File: config.mk
export PLATFORM = sky130hd
export DESIGN_NAME = alu_issue
export DESIGN_NICKNAME = d
export VERILOG_FILES = /design/src/rtl/cpu_pkg.sv /design/src/rtl/alu_fwd_mux.sv /design/src/rtl/alu_issue.sv
export SDC_FILE = /design/constraint.sdc
export NUM_CORES = 1
export LEC_CHECK = 0
export BUFFER_PORTS_ARGS = -buffer_cell sky130_fd_sc_hd__buf_4
export CAP_MARGIN = 0
export CORE_AREA = 2 2 123 125
export CTS_CLUSTER_SIZE = 30
export DETAILED_ROUTE_END_ITERATION = 10
export DIE_AREA = 0 0 125 127
export PLACE_DENSITY = 0.7
export SLEW_MARGIN = 0
export SYNTH_ARGS = -nofsm -noshare
export SYNTH_HDL_FRONTEND = slang
export SYNTH_SLANG_ARGS = --single-unit
File: constraint.sdc
create_clock -name clk -period 2.6 [get_ports clk]
set_clock_uncertainty 0.15 [all_clocks]
set_input_delay 0.13 -clock clk [delete_from_list [all_inputs] [get_ports clk]]
set_output_delay 0.13 -clock clk [all_outputs]
set_load 0.02 [all_outputs]
File: src/rtl/cpu_pkg.sv
`default_nettype none
// ============================================================================
// Module   : cpu_pkg
// Brief    : Shared widths, ALU op codes and forward-select encoding.
// Revision : 1.0
// ============================================================================
package cpu_pkg;

  localparam int XLEN   = 32;
  localparam int REG_AW = 5;

  localparam logic [3:0] ALU_ADD  = 4'b0000;
  localparam logic [3:0] ALU_SUB  = 4'b0001;
  localparam logic [3:0] ALU_AND  = 4'b0010;
  localparam logic [3:0] ALU_OR   = 4'b0011;
  localparam logic [3:0] ALU_XOR  = 4'b0100;
  localparam logic [3:0] ALU_SLL  = 4'b0101;
  localparam logic [3:0] ALU_SRL  = 4'b0110;
  localparam logic [3:0] ALU_SRA  = 4'b0111;
  localparam logic [3:0] ALU_SLT  = 4'b1000;
  localparam logic [3:0] ALU_SLTU = 4'b1001;
  localparam logic [3:0] ALU_ZERO = 4'b1111;

  typedef enum logic [1:0] {
    FWD_RF  = 2'd0,
    FWD_EXM = 2'd1,
    FWD_WB  = 2'd2
  } fwd_sel_e;

  // x0 is hardwired to zero, so a producer targeting it never supplies a value.
  function automatic logic fwd_hit(input logic we,
                                   input logic [REG_AW-1:0] rd,
                                   input logic [REG_AW-1:0] rs);
    return we && (rd != '0) && (rd == rs);
  endfunction

endpackage
`default_nettype wire

File: src/rtl/alu_fwd_mux.sv
`default_nettype none
// ============================================================================
// Module   : alu_fwd_mux
// Brief    : One-operand bypass mux (EX/MEM > MEM/WB > regfile data).
//            Bypassing is active only with ALU_ISSUE_FORWARDING_EN defined.
// Revision : 1.0
// ============================================================================
module alu_fwd_mux
  import cpu_pkg::*;
(
  input  logic [REG_AW-1:0] i_rs,
  input  logic [XLEN-1:0]   i_rs_data,
  input  logic [REG_AW-1:0] i_exm_rd,
  input  logic              i_exm_we,
  input  logic [XLEN-1:0]   i_exm_result,
  input  logic [REG_AW-1:0] i_wb_rd,
  input  logic              i_wb_we,
  input  logic [XLEN-1:0]   i_wb_result,
  output logic [XLEN-1:0]   o_operand,
  output fwd_sel_e          o_sel
);

`ifdef ALU_ISSUE_FORWARDING_EN
  always_comb begin
    o_sel     = FWD_RF;
    o_operand = i_rs_data;
    if (fwd_hit(i_exm_we, i_exm_rd, i_rs)) begin
      o_sel     = FWD_EXM;
      o_operand = i_exm_result;
    end else if (fwd_hit(i_wb_we, i_wb_rd, i_rs)) begin
      o_sel     = FWD_WB;
      o_operand = i_wb_result;
    end
  end
`else
  logic w_unused;
  assign w_unused  = ^{i_rs, i_exm_rd, i_exm_we, i_exm_result,
                       i_wb_rd, i_wb_we, i_wb_result};
  assign o_sel     = FWD_RF;
  assign o_operand = i_rs_data;
`endif

endmodule
`default_nettype wire

File: src/rtl/alu_issue.sv
`default_nettype none
// ============================================================================
// Module   : alu_issue
// Brief    : ID/EX issue register with operand forwarding and load-use stall.
//            Config macro: ALU_ISSUE_FORWARDING_EN (undefined = stall on RAW).
// Revision : 1.0
// ============================================================================
module alu_issue
  import cpu_pkg::*;
(
  input  logic              clk,
  input  logic              reset_n,
  input  logic              id_valid,
  output logic              id_ready,
  input  logic [REG_AW-1:0] id_rs1,
  input  logic [REG_AW-1:0] id_rs2,
  input  logic              id_use_rs1,
  input  logic              id_use_rs2,
  input  logic [XLEN-1:0]   id_rs1_data,
  input  logic [XLEN-1:0]   id_rs2_data,
  input  logic [XLEN-1:0]   id_imm,
  input  logic              id_alu_src,
  input  logic [3:0]        id_alu_op,
  input  logic [REG_AW-1:0] id_rd,
  input  logic              id_reg_write,
  input  logic              id_mem_read,
  input  logic              id_mem_write,
  input  logic              id_branch,
  input  logic              flush,
  input  logic [REG_AW-1:0] exm_rd,
  input  logic              exm_reg_write,
  input  logic [XLEN-1:0]   exm_result,
  input  logic [REG_AW-1:0] wb_rd,
  input  logic              wb_reg_write,
  input  logic [XLEN-1:0]   wb_result,
  output logic              ex_valid,
  output logic [XLEN-1:0]   alu_in_1,
  output logic [XLEN-1:0]   alu_in_2,
  output logic [3:0]        alu_op,
  output logic [XLEN-1:0]   ex_store_data,
  output logic [REG_AW-1:0] ex_rd,
  output logic              ex_reg_write,
  output logic              ex_mem_read,
  output logic              ex_mem_write,
  output logic              ex_branch
);

  logic              r_valid;
  logic [REG_AW-1:0] r_rs1, r_rs2, r_rd;
  logic              r_use_rs1, r_use_rs2;
  logic [XLEN-1:0]   r_rs1_data, r_rs2_data, r_imm;
  logic              r_alu_src;
  logic [3:0]        r_alu_op;
  logic              r_reg_write, r_mem_read, r_mem_write, r_branch;

  logic              w_ex_hit, w_exm_hit, w_hazard, w_accept;
  logic [XLEN-1:0]   w_fwd_1, w_fwd_2;
  fwd_sel_e          w_sel_1, w_sel_2;
  logic              w_unused;

  // Does the incoming instruction read a register some producer is about to write?
  assign w_ex_hit  = (r_rd != '0) &&
                     ((id_use_rs1 && id_rs1 == r_rd) || (id_use_rs2 && id_rs2 == r_rd));
  assign w_exm_hit = (exm_rd != '0) &&
                     ((id_use_rs1 && id_rs1 == exm_rd) || (id_use_rs2 && id_rs2 == exm_rd));

`ifdef ALU_ISSUE_FORWARDING_EN
  assign w_hazard = r_valid && r_mem_read && w_ex_hit;
  logic w_unused_exm;
  assign w_unused_exm = w_exm_hit;
`else
  assign w_hazard = (r_valid && (r_reg_write || r_mem_read) && w_ex_hit) ||
                    (exm_reg_write && w_exm_hit);
`endif

  assign id_ready = !w_hazard;
  assign w_accept = id_valid && !w_hazard && !flush;

  always_ff @(posedge clk or negedge reset_n) begin
    if (!reset_n) begin
      r_valid     <= 1'b0;
      r_rs1       <= '0;
      r_rs2       <= '0;
      r_use_rs1   <= 1'b0;
      r_use_rs2   <= 1'b0;
      r_rs1_data  <= '0;
      r_rs2_data  <= '0;
      r_imm       <= '0;
      r_alu_src   <= 1'b0;
      r_alu_op    <= ALU_ZERO;
      r_rd        <= '0;
      r_reg_write <= 1'b0;
      r_mem_read  <= 1'b0;
      r_mem_write <= 1'b0;
      r_branch    <= 1'b0;
    end else if (w_accept) begin
      r_valid     <= 1'b1;
      r_rs1       <= id_rs1;
      r_rs2       <= id_rs2;
      r_use_rs1   <= id_use_rs1;
      r_use_rs2   <= id_use_rs2;
      r_rs1_data  <= id_rs1_data;
      r_rs2_data  <= id_rs2_data;
      r_imm       <= id_imm;
      r_alu_src   <= id_alu_src;
      r_alu_op    <= id_alu_op;
      r_rd        <= id_rd;
      r_reg_write <= id_reg_write;
      r_mem_read  <= id_mem_read;
      r_mem_write <= id_mem_write;
      r_branch    <= id_branch;
    end else begin
      // Bubble: a fully cleared slot looks exactly like the reset state.
      r_valid     <= 1'b0;
      r_rs1       <= '0;
      r_rs2       <= '0;
      r_use_rs1   <= 1'b0;
      r_use_rs2   <= 1'b0;
      r_rs1_data  <= '0;
      r_rs2_data  <= '0;
      r_imm       <= '0;
      r_alu_src   <= 1'b0;
      r_alu_op    <= ALU_ZERO;
      r_rd        <= '0;
      r_reg_write <= 1'b0;
      r_mem_read  <= 1'b0;
      r_mem_write <= 1'b0;
      r_branch    <= 1'b0;
    end
  end

  alu_fwd_mux u_fwd_1 (
    .i_rs         (r_rs1),
    .i_rs_data    (r_rs1_data),
    .i_exm_rd     (exm_rd),
    .i_exm_we     (exm_reg_write),
    .i_exm_result (exm_result),
    .i_wb_rd      (wb_rd),
    .i_wb_we      (wb_reg_write),
    .i_wb_result  (wb_result),
    .o_operand    (w_fwd_1),
    .o_sel        (w_sel_1)
  );

  alu_fwd_mux u_fwd_2 (
    .i_rs         (r_rs2),
    .i_rs_data    (r_rs2_data),
    .i_exm_rd     (exm_rd),
    .i_exm_we     (exm_reg_write),
    .i_exm_result (exm_result),
    .i_wb_rd      (wb_rd),
    .i_wb_we      (wb_reg_write),
    .i_wb_result  (wb_result),
    .o_operand    (w_fwd_2),
    .o_sel        (w_sel_2)
  );

  assign w_unused = ^{w_sel_1, w_sel_2, r_use_rs1, r_use_rs2};

  assign alu_in_1      = w_fwd_1;
  assign alu_in_2      = r_alu_src ? r_imm : w_fwd_2;
  assign ex_store_data = w_fwd_2;
  assign alu_op        = r_alu_op;
  assign ex_valid      = r_valid;
  assign ex_rd         = r_rd;
  assign ex_reg_write  = r_valid && r_reg_write;
  assign ex_mem_read   = r_valid && r_mem_read;
  assign ex_mem_write  = r_valid && r_mem_write;
  assign ex_branch     = r_valid && r_branch;

endmodule
`default_nettype wire

[Word level (Yosys, flattened, before mapping)]
Index checks and enable logic that the tools add are counted.
Word-level totals
  register bits after elaboration: 111
  input port bits: 202
  output and inout port bits: 111
  logic and storage cells: 50
Operators by class
  equality and inequality tests: 4
  muxes and demuxes: 12
  reduce and logical (&&, ||, !) cells: 23
Operators with widths (number)
  $mux 32: 4
  $eq 5x5->1: 4
  $logic_and 1x1->1: 15
  $reduce_bool 5->1: 2
  $mux 1: 6
  $mux 5: 1
  $logic_or 1x1->1: 4
  $mux 4: 1
  $logic_not 1->1: 2

[Logic depth before layout (Yosys ltp)]
Gate-level depths: netlist of run 1.
  depth in word-level cells: 10
  depth in mapped cells: 7
  gate-level depth less buffers: 5

[Modules after synthesis]
A second synthesis of run 1 with hierarchy kept.
Unflattened totals
  cell total of the unflattened synthesis: 401
  area, all modules: 5053.6 um2
By module, submodules not included
  alu_issue: times used 1, cells each 331, area each 4535.6 um2, sequential area each 3032.9 um2
  alu_fwd_mux: times used 2, cells each 35, area each 259.0 um2, sequential area each 0.0 um2

[Worst setup path before layout of run 1]
Ideal clock, no wire load.
  kind: register to register
  from: register r_rd[0], in the netlist ex_rd[0]
  to: register r_rd[0], in the netlist ex_rd[0]
  setup time: 0.066 ns
  arrival time: 1.963 ns
  data required time: 2.384 ns
  path slack: 0.421 ns
  cell stages (with the launch flop): 7
  path buffers: 2
  clock period less this slack: 2.179 ns
  cell sequence: dfrtp_1 or4_1 o22a_1 a221oi_2 buf_2 buf_2 and2_1
On the way
  cells in the longest elaborated chain, start to end: 10
  elaborated cells between the ends (all ways): 13
  those cells by class: eq/ne: 2; mux: 1; reduce/logical: 10
RTL lines
  start, declared: RTL line alu_issue.sv:49  | logic [REG_AW-1:0] r_rs1, r_rs2, r_rd;
  start signal, assigned: RTL line alu_issue.sv:107  | r_rd <= id_rd;
  $eq 5x5->1: RTL line alu_issue.sv:63  | ((id_use_rs1 && id_rs1 == r_rd) || (id_use_rs2 && id_rs2 == r_rd));
  $logic_and 1x1->1: RTL line alu_issue.sv:63
  $logic_or 1x1->1: RTL line alu_issue.sv:63
  $logic_and 1x1->1 *: RTL line alu_issue.sv:62  | assign w_ex_hit = (r_rd != '0) &&
  $logic_and 1x1->1 *: RTL line alu_issue.sv:72  | assign w_hazard = (r_valid && (r_reg_write || r_mem_read) && w_ex_hit) ||
  $logic_or 1x1->1 *: RTL line alu_issue.sv:72
  $logic_not 1->1 *: RTL line alu_issue.sv:77  | assign w_accept = id_valid && !w_hazard && !flush;
  $logic_and 1x1->1 * (2 in series): RTL line alu_issue.sv:77
  $mux 5 *: RTL line alu_issue.sv:96  | end else if (w_accept) begin
Every way passes the cells marked *; elsewhere a longest branch is shown, timed or not.

[Worst setup path in the final report of run 1]
  from: register r_rd[1], in the netlist ex_rd[1]
  to: register r_imm[22]
On the way
  cells in the longest elaborated chain, start to end: 10
  elaborated cells between the ends (all ways): 13
  those cells by class: eq/ne: 2; mux: 1; reduce/logical: 10
RTL lines
  $eq 5x5->1: RTL line alu_issue.sv:63
  $logic_and 1x1->1: RTL line alu_issue.sv:63
  $logic_or 1x1->1: RTL line alu_issue.sv:63
  $logic_and 1x1->1 *: RTL line alu_issue.sv:62
  $logic_and 1x1->1 *: RTL line alu_issue.sv:72
  $logic_or 1x1->1 *: RTL line alu_issue.sv:72
  $logic_not 1->1 *: RTL line alu_issue.sv:77
  $logic_and 1x1->1 * (2 in series): RTL line alu_issue.sv:77
  $mux 32 *: RTL line alu_issue.sv:96
  end signal, assigned: RTL line alu_issue.sv:104  | r_imm <= id_imm;
  end, declared: RTL line alu_issue.sv:51  | logic [XLEN-1:0] r_rs1_data, r_rs2_data, r_imm;
Marks and branches as above.

==> qor.yml, run 1 <==
logic_synthesis:
  yosys-top-cells-area: "dfrtp_1 64%, and2_1 16%, mux2_2 8.5%, xnor2_1 4.2%, dfstp_2 2.5%"
  synth_edf_count: 0
  yosysTopAreaCellShare_pct: 63.5
  mappedNetlistArea_mm2: 0.00422
  ys_types: 17
  synth_top_area_cell: "dfrtp_1"
  yosys-top-cells-count: "110 x and2_1, 107 x dfrtp_1, 32 x mux2_2, 20 x xnor2_1, 10 x buf_2"
  synth_flop_cell: "dfrtp_1"
  synth_area_per_cell_um2: 13.6
  synth_nets: 512
  synthCells: 310
  synth_most_common_cell: "and2_1"
  async_flop_share_pct: 100
  synth_seq_cells: 111
  synth.yosys.warnings: 0
  yosysSeqAreaShare_pct: 66.0
layout:
  fin_cells: 854
  drive_gt1_share_pct: 44.9
  fin_util_pct: 53.3
  area_delta_synth_final_pct: 82.5
  diodes: 0
  fin_nets: 867
worst_setup_path:
  required_ps: 2730
  r2r_slack_ps: 270
  end_kind: "register"
  cp.arrival_ps: 2460
  worstSetupPathType: "reg2reg"
  reg2regPathDepth: 5
  start_kind: "register"
  crit_fanout: 37
floorplan:
  die_width_um: 125
  die_h_um: 127
  coreArea_mm2: 0.0144
  io_pins: 313
  die_area_mm2: 0.0159
  start_util_pct: 29.2
  rows: 44
global_route:
  grt_max_degree: 75
  grt_overflow_total: 0
  grt_pass1_vias: 4229
  grt_first_pass_wirelength_um: 20800
  grt_usage_pct: 16.6
  antenna_found_initial: 0
timing:
  post-route-period-util_pct: 89.6
  setup_viol: 0
  relSlewSlack_pct: 56.9
  max_freq_mhz: 429
  slew_viol_final: 0
  tns_ps: 0
  min_period_ps: 2330
  hold-worst-slack_ps: 217
  worst_slew_pin_slew_ps: 646
  finalHoldViolCount: 0
  rsz0062_at_grt: "false"
clocking:
  tritoncts: "done"
  postCtsResizedCells: 0
  path_clk_slew_ps: 80
  cts_setup_buffers: 0
  clock_latency_ps: 340
  htreeDepth: 3
  cts_root_buf: "clkbuf_16"
  numCtsBuffers: 9
  cts.sinks: 111
  clockBufferDepth: 2
detailed_routing:
  drc_errors: 0
  firstDrtPassIters: 4
  routedWlPerCell_um: 15.5
  vias: 3617
  drt_first_iter_violations: 60
  via_per_inst: 4.24
  final_antenna_net_count: 0
  wl_um: 13200
pwr:
  power_density_mw_per_mm2: 515
  p_sw_share_pct: 24.9
  p_total_uw: 3960
  peakVddDrop_uv: 351
  p_int_uw: 2970
  p_sw_uw: 987
  power_leakage_uw: 0.00390
  clockPowerShare_pct: 35.9
  comb_power_share_pct: 18.0
  p_seq_share_pct: 46.1
placed_design:
  place.gp.congestion: 0.927
  io_buffer_count: 242
  dpl.hpwl_um: 8510
  placed_cells: 727
job:
  drv_cap: 0
hold_path:
  hp-class: "in2async"
outcome:
  status: "complete, no violations"
worst max-delay path, cell delays in order, from the launching register on:
cell      delay, ps
dfrtp_1         450
or4_1           550
o22a_1          260
a221oi_4        320
buf_4           340
and2_1          190
placed cells by master (no fill, tap or decap), drive strengths merged:
cell	instances
a221oi	1
a22oi	1
and2	110
buf	249
bufinv	1
clkbuf	10
clkinv	1
clkinvlp	1
dfrtp	107
dfstp	4
dlygate4sd3	111
inv	3
mux2	32
nand2	4
nand2b	5
nand4	4
o21a	1
o22a	1
o22ai	2
or4	2
xnor2	20
metal layers:
layer | track usage, % | wire length, um | vias up
met1 | 18.6 | 4980 | 1732
met2 | 29.7 | 6870 | 175
li1 | - | - | 1689
met3 | 5.36 | 1100 | 21
met4 | 6.41 | 263 | 0
met5 | 0 | 0 | -
cell type report:
class | count | area, um2
Clock buffer | 10 | 229
Multi-Input combinational cell | 183 | 1370
Timing Repair Buffer | 360 | 3010
Fill cell | 1185 | 6730
Clock inverter | 6 | 75.1
Sequential cell | 111 | 2780
Tap cell | 184 | 230
power by group through the flow:
stage | Clock [uW] | Combinational [uW] | Sequential (uW)
after floorplan | 0 | 171 | 1910
after global placement | 0 | 566 | 1860
after detailed placement | 0 | 574 | 1860
after CTS | 1460 | 710 | 1830
after global routing | 1520 | 766 | 1830
final | 1420 | 712 | 1830
worst paths after layout:
check | endpoint | startpoint
worst min-delay path | r_rs2_data[18]$_DFF_PN0_ | reset_n
worst max register to register | r_imm[22]$_DFF_PN0_ | ex_rd[1]$_DFF_PN0_
min in group clk | ex_valid$_DFF_PN0_ | flush
worst max-delay path | r_imm[22]$_DFF_PN0_ | ex_rd[1]$_DFF_PN0_
max in group asynchronous | alu_op[2]$_DFF_PN1_ | reset_n
worst min register to register | ex_valid$_DFF_PN0_ | r_mem_read$_DFF_PN0_
through the flow:
stage / cell area, um2 / setup WS (ps)
3_5_place_dp: 6280 / 290
4_1_cts: 7690 / 265
3_3_place_gp: 6280 / 296
5_1_grt: 7690 / 166
6_report: 7690 / 271
2_1_floorplan: 4220 / 421
flip-flops by register name (all words and copies together) (netlist names):
signal	count
r_imm	32
r_rs1_data	32
r_rs2_data	32
ex_rd	5
alu_op	4
ex_valid	1
r_alu_src	1
r_branch	1
r_mem_read	1
r_mem_write	1
r_reg_write	1
what timing repair did:
item,in CTS,in global routing
endpoints found under the setup margin,0,0
endpoints found under the hold margin,156,0
hold buffers,111,0
cell families (layout without fill, tap and decap cells):
logic type      Yosys count  after routing  share of synthesized area (%)
compound gates            6              6                           1.22
xor+xnor                 20             20                           4.15
buf+inv                  16            376                           1.72
flops                   111            111                           66.0
mux                      32             32                           8.55
simple gates            125            125                           18.4
Power figures use the tool's default switching activity.
==> run 2: changes to the inputs <==
--- a/config.mk
+++ b/config.mk
@@ -11,7 +11,6 @@
 export CTS_CLUSTER_SIZE = 30
 export DETAILED_ROUTE_END_ITERATION = 10
 export DIE_AREA = 0 0 125 127
-export PLACE_DENSITY = 0.7
 export SLEW_MARGIN = 0
 export SYNTH_ARGS = -nofsm -noshare
 export SYNTH_HDL_FRONTEND = slang
==> constraint.sdc (replaced) <==
create_clock -name clk -period 2.4 [get_ports clk]
set_clock_uncertainty 0.15 [all_clocks]
set_input_delay 0.12 -clock clk [delete_from_list [all_inputs] [get_ports clk]]
set_output_delay 0.12 -clock clk [all_outputs]
set_load 0.02 [all_outputs]
==> run 2 against run 1 <==
Net effect:
- clock power increased by 14%
- flip-flop and latch count stayed put
- sequential power up 8%
- fmax is 0.14% higher
- via count is 1.2% lower
- register-to-register slack got worse by 200 ps
- design area is 0.18% higher
- utilization rose by 0.095 points
- first-iteration DRC count rose by 67%
- total power up 10%
- non-clock buffer count increased by 1
- largest power group unchanged
==> qor.yml, run 2 (synthesis gave the netlist of run 1 again) <==
outcome:
  status: "complete, no violations"
global_route:
  antenna_found_initial: 0  # unchanged
  grt_usage_pct: 16.2  # -0.43 points
  grt_overflow_total: 0  # unchanged
  grt_pass1_vias: 3976  # -6.0%
  grt_max_degree: 112  # +49%
  grt_first_pass_wirelength_um: 20200  # -2.8%
floorplan:
  coreArea_mm2: 0.0144  # unchanged
  start_util_pct: 29.2  # unchanged
  die_area_mm2: 0.0159  # unchanged
  die_h_um: 127  # unchanged
  io_pins: 313  # unchanged
  die_width_um: 125  # unchanged
  rows: 44  # unchanged
clocking:
  clock_latency_ps: 350  # about the same
  path_clk_slew_ps: 70  # about the same
  cts_setup_buffers: 0  # unchanged
  cts_root_buf: "clkbuf_16"
  tritoncts: "done"
  postCtsResizedCells: 0  # unchanged
  cts.sinks: 111  # unchanged
  clockBufferDepth: 2  # unchanged
  numCtsBuffers: 9  # unchanged
  htreeDepth: 3  # unchanged
worst_setup_path:
  crit_family: "simple AND/OR/NAND/NOR gates"
  cp.arrival_ps: 2460  # about the same
  cpMaxStageDelayCell: "or4_1"
  reg2regPathDepth: 5  # unchanged
  r2r_end: "r_rs2_data[2]$_DFF_PN0_"
  worstSetupPathType: "reg2reg"
  crit_end: "r_rs2_data[2]$_DFF_PN0_"
  r2r_slack_ps: 70  # -200 ps
  worstPathCellList: "or4_1 > o22a_1 > a221oi_4 > buf_4 > and2_1"
  required_ps: 2530  # -200 ps
  r2r_start: "ex_rd[2]$_DFF_PN0_"
  cpPeakStageDelay_ps: 530  # -20 ps
  end_kind: "register"
  crit_fanout: 40  # +8.1%
  setup.worst_path.start: "ex_rd[2]$_DFF_PN0_"
  cp.depth: 5  # unchanged
  start_kind: "register"
  cp_num_buf_inv: 1  # unchanged
layout:
  drive_gt1_share_pct: 45.0  # +0.082 points
  fin_util_pct: 53.4  # +0.095 points
  final_cell_mix: "249 x buf_4, 111 x dlygate4sd3_1, 110 x and2_1, 107 x dfrtp_1, 32 x mux2_2"
  area_delta_synth_final_pct: 82.8
  layout_commonest_cell: "buf_4"
  fin_cells: 855  # +0.12%
  reg_top3: "r_imm x32, r_rs1_data x32, r_rs2_data x32"
  fin_nets: 868  # +0.12%
  diodes: 0  # unchanged
pwr:
  power_density_mw_per_mm2: 566  # +10%
  peakVddDrop_uv: 429  # +22%
  p_total_uw: 4360  # +10%
  power_leakage_uw: 0.00391  # +0.40%
hold_path:
  min_from: "flush"
  hp-class: "in2reg"
detailed_routing:
  drc_errors: 0  # unchanged
  wl_um: 12600  # -4.4%
  vias: 3575  # -1.2%
  drt_first_iter_violations: 100  # +67%
  firstDrtPassIters: 3  # -1
  via_per_inst: 4.18  # -1.3%
  routedWlPerCell_um: 14.8  # -4.5%
  final_antenna_net_count: 0  # unchanged
placed_design:
  place.gp.congestion: 0.895  # -3.5%
  io_buffer_count: 242  # unchanged
  placed_cells: 728  # +0.14%
  dpl.hpwl_um: 8180  # -3.9%
timing:
  setup_viol: 0  # unchanged
  worst_slew_pin_slew_ps: 609  # -36.9 ps
  post-route-period-util_pct: 96.9  # +7.3 points
  rsz0062_at_grt: "true"
  hold-worst-slack_ps: 205  # -11.9 ps
  slew_viol_final: 0  # unchanged
  finalHoldViolCount: 0  # unchanged
  max_freq_mhz: 430  # +0.14%
  min_period_ps: 2330  # -3.18 ps
  relSlewSlack_pct: 59.4  # +2.5 points
job:
  drv_cap: 0  # unchanged
-- run 2: cell types whose count changed in the layout (fill, tap and decap cells not counted), sizes merged --
cell,previous run,this run
buf,249,250
bufinv,1,2
clkinv,1,3
clkinvlp,1,0
inv,3,1
-- run 2: worst min-delay path, stage by stage --
cell	delay, ps
buf_4	70
nand2b_1	150
a221oi_4	50
buf_4	220
-- run 2: repair_timing --
item,CTS,global route
endpoints found under the hold margin,217,0
endpoints found under the setup margin,0,44
hold buffers,111,0
-- run 2: cell type report --
| class | count | area, um2 |
|---|---|---|
| clock buffer | 10 | 229 |
| multi-input combinational | 183 | 1370 |
| tap | 184 | 230 |
| sequential | 111 | 2780 |
| clock inverter | 6 | 93.8 |
| fill | 1240 | 6720 |
| timing repair buffer | 361 | 3000 |
-- run 2: worst min path at each step --
stage,slack (ps),end,depth (start not counted)
4_1_cts,200,ex_valid$_DFF_PN0_,4
3_3_place_gp,100,r_rs2_data[9]$_DFF_PN0_,2
6_report,200,ex_valid$_DFF_PN0_,4
5_1_grt,220,ex_valid$_DFF_PN0_,4
2_1_floorplan,-330,ex_rd[0]$_DFF_PN0_,0
3_5_place_dp,110,r_rs2_data[9]$_DFF_PN0_,2
-- run 2: power breakdown --
part	switching [uW]	internal, uW
clock	696	925
combinational	320	446
sequential	29.8	1940
-- run 2: per-layer routing --
| layer | share of wire (%) | up-vias | GRT usage (%) |
|---|---|---|---|
| li1 | - | 1697 | - |
| met4 | 1.7 | 0 | 4.90 |
| met3 | 8.2 | 18 | 5.65 |
| met5 | 0 | - | 0 |
| met2 | 51 | 159 | 28.5 |
| met1 | 39 | 1701 | 18.7 |
-- run 2: metrics by stage --
stage	cell area [um2]	setup slack (ps)	TNS, ps
6_report	7710	73.7	0
5_1_grt	7710	-46.5	-1090
2_1_floorplan	4220	221	0
3_5_place_dp	6270	73.4	0
3_3_place_gp	6270	93.7	0
4_1_cts	7710	48.6	0
==> run 3: changes to the inputs <==
--- a/config.mk
+++ b/config.mk
@@ -8,9 +8,11 @@
 export BUFFER_PORTS_ARGS = -buffer_cell sky130_fd_sc_hd__buf_4
 export CAP_MARGIN = 0
 export CORE_AREA = 2 2 123 125
+export CTS_BUF_LIST = sky130_fd_sc_hd__clkbuf_4 sky130_fd_sc_hd__clkbuf_8
 export CTS_CLUSTER_SIZE = 30
 export DETAILED_ROUTE_END_ITERATION = 10
 export DIE_AREA = 0 0 125 127
+export PLACE_DENSITY = 0.57
 export SLEW_MARGIN = 0
 export SYNTH_ARGS = -nofsm -noshare
 export SYNTH_HDL_FRONTEND = slang
==> run 3 against run 2 <==
Net effect:
- worst setup slack better by 99 ps
- register-to-register slack better by 99 ps
- final cell count unchanged
- hold slack worse by 150 ps
- critical path depth unchanged
- flip-flop and latch count unchanged
- global-route usage down 0.084 points
- non-clock buffer count up 1
- sequential power about the same
- design area down 1.5%
- routed wire length down 1.1%
- clock power down 32%
- critical path type unchanged
==> qor.yml, run 3 (synthesis gave the netlist of run 1 again) <==
outcome:
  status: "complete, no violations"
timing:
  slew_viol_final: 0  # unchanged
  tns_ps: 0  # unchanged
  min_period_ps: 2230  # -98.8 ps
  relSlewSlack_pct: 72.2  # +13 points
  post-route-period-util_pct: 92.8  # -4.1 points
  max_freq_mhz: 449  # +4.4%
  setup_viol: 0  # unchanged
  worst_slew_pin_slew_ps: 416  # -193 ps
  finalHoldViolCount: 0  # unchanged
  rsz0062_at_grt: "false"
  hold-worst-slack_ps: 51.0  # -154 ps
placed_design:
  io_buffer_count: 242  # unchanged
  dpl.hpwl_um: 8320  # +1.7%
  place.gp.congestion: 0.913  # +2.1%
global_route:
  grt_pass1_vias: 4045  # +1.7%
  grt_max_degree: 72  # -36%
  grt_overflow_total: 0  # unchanged
  grt_first_pass_wirelength_um: 20200  # -0.24%
  antenna_found_initial: 0  # unchanged
  grt_usage_pct: 16.1  # -0.084 points
worst_setup_path:
  cp.arrival_ps: 2390  # -70 ps
  crit_family: "simple AND/OR/NAND/NOR gates"
  cp_num_buf_inv: 1  # unchanged
  start_kind: "register"
  worstSetupPathType: "reg2reg"
  cpPeakStageDelay_ps: 550  # +20 ps
  required_ps: 2570  # +40 ps
  worstPathCellList: "or4_1 > o22a_1 > a221oi_4 > buf_12 > and2_1"
  cpMaxStageDelayCell: "or4_1"
  crit_fanout: 71  # +78%
  end_kind: "register"
detailed_routing:
  firstDrtPassIters: 4  # +1
  via_per_inst: 4.18  # -0.11%
  wl_um: 12500  # -1.1%
  routedWlPerCell_um: 14.6  # -1.1%
  drc_errors: 0  # unchanged
  drt_first_iter_violations: 83  # -17%
  vias: 3571  # -0.11%
  final_antenna_net_count: 0  # unchanged
clocking:
  clock_latency_ps: 370  # +20 ps
  htreeDepth: 3  # unchanged
  path_clk_slew_ps: 100  # +30 ps
  clockBufferDepth: 2  # unchanged
  numCtsBuffers: 9  # unchanged
  tritoncts: "done"
  cts.sinks: 111  # unchanged
  cts_root_buf: "clkbuf_8"
layout:
  fin_util_pct: 52.7  # -0.78 points
  area_delta_synth_final_pct: 80.1
  drive_gt1_share_pct: 45.2  # +0.15 points
  multiInputGateArea_mm2: 0.00137  # unchanged
  filler_cell_count: 1272  # +2.6%
  seqCellArea_mm2: 0.00278  # unchanged
  layout_commonest_cell: "buf_4"
  reg_top3: "r_imm x32, r_rs1_data x32, r_rs2_data x32"
  fin_nets: 869  # +0.12%
  final_cell_mix: "248 x buf_4, 111 x dlygate4sd3_1, 110 x and2_1, 107 x dfrtp_1, 32 x mux2_2"
  diodes: 0  # unchanged
pwr:
  peakVddDrop_uv: 284  # -34%
  power_leakage_uw: 0.00385  # -1.6%
  power_density_mw_per_mm2: 506  # -11%
job:
  drv_cap: 0  # unchanged
floorplan:
  die_area_mm2: 0.0159  # unchanged
  rows: 44  # unchanged
  io_pins: 313  # unchanged
  coreArea_mm2: 0.0144  # unchanged
  die_width_um: 125  # unchanged
  start_util_pct: 29.2  # unchanged
  die_h_um: 127  # unchanged
hold_path:
  hp-class: "in2async"
[run 3: changes by cell type in the layout (fill, tap and decap cells not counted)]
cell	before	now
buf_4	249	248
clkinv_4	2	0
clkbuf_16	9	0
bufinv_16	2	1
clkbuf_1	1	0
clkinv_2	1	2
clkbuf_8	0	9
clkinvlp_4	0	3
buf_6	0	1
inv_8	1	0
buf_12	1	2
[run 3: worst reg2reg max path, delay by kind of cell (launching register included)]
family          cells  cell delay [ps]
simple gates        2              770
compound gates      2              600
flops               1              390
buf+inv             1              280
[run 3: worst paths after layout]
check	start	endpoint	slack [ps]	cells after the start
setup / recovery	ex_rd[0]$_DFF_PN0_	r_rs1_data[21]$_DFF_PN0_	170	5
setup reg to reg	ex_rd[0]$_DFF_PN0_	r_rs1_data[21]$_DFF_PN0_	170	5
hold / removal	reset_n	r_rs2_data[4]$_DFF_PN0_	50	2
max in group asynchronous	reset_n	r_rs2_data[26]$_DFF_PN0_	1290	3
min in group clk	flush	ex_valid$_DFF_PN0_	130	4
hold reg to reg	r_mem_read$_DFF_PN0_	ex_valid$_DFF_PN0_	850	4
[run 3: metal layers]
metal | track usage, % | up-vias | share of wire (%) | wire length [um]
met2 | 27.8 | 153 | 51 | 6370
met3 | 5.07 | 12 | 7.7 | 964
met1 | 18.9 | 1713 | 40 | 4970
met4 | 6.01 | 0 | 1.4 | 180
met5 | 0 | - | 0 | 0
li1 | - | 1693 | - | -
[run 3: power breakdown]
part | total [uW] | internal (uW) | switching [uW]
Combinational | 770 | 450 | 321
Sequential | 1970 | 1940 | 28.9
Clock | 1100 | 473 | 626
Total | 3840 | 2870 | 976
[run 3: layout make-up]
type	count	area share, %
clock inverters	6	0.824
repair buffers	362	39.8
multi-input cells	183	18.1
flip-flops and latches	111	36.6
clock buffers	9	1.63
well taps	184	3.03
[run 3: per-stage QoR]
step | total power, uW | worst slack [ps] | cell area, um2 | cells
CTS | 3910 | 88.1 | 7590 | 855
detailed placement | 2640 | 122 | 6290 | 729
floorplan | 2260 | 221 | 4220 | 310
global placement | 2630 | 132 | 6290 | 729
global route | 4050 | 66.8 | 7600 | 855
finish | 3840 | 173 | 7600 | 855
[run 3: repair_timing]
action                                  4_1_cts  5_1_grt
hold buffers                                111        0
endpoints found under the hold margin       190        0
buffers inserted                              0        0
gates resized for setup                       0        1
endpoints found under the setup margin        0        3
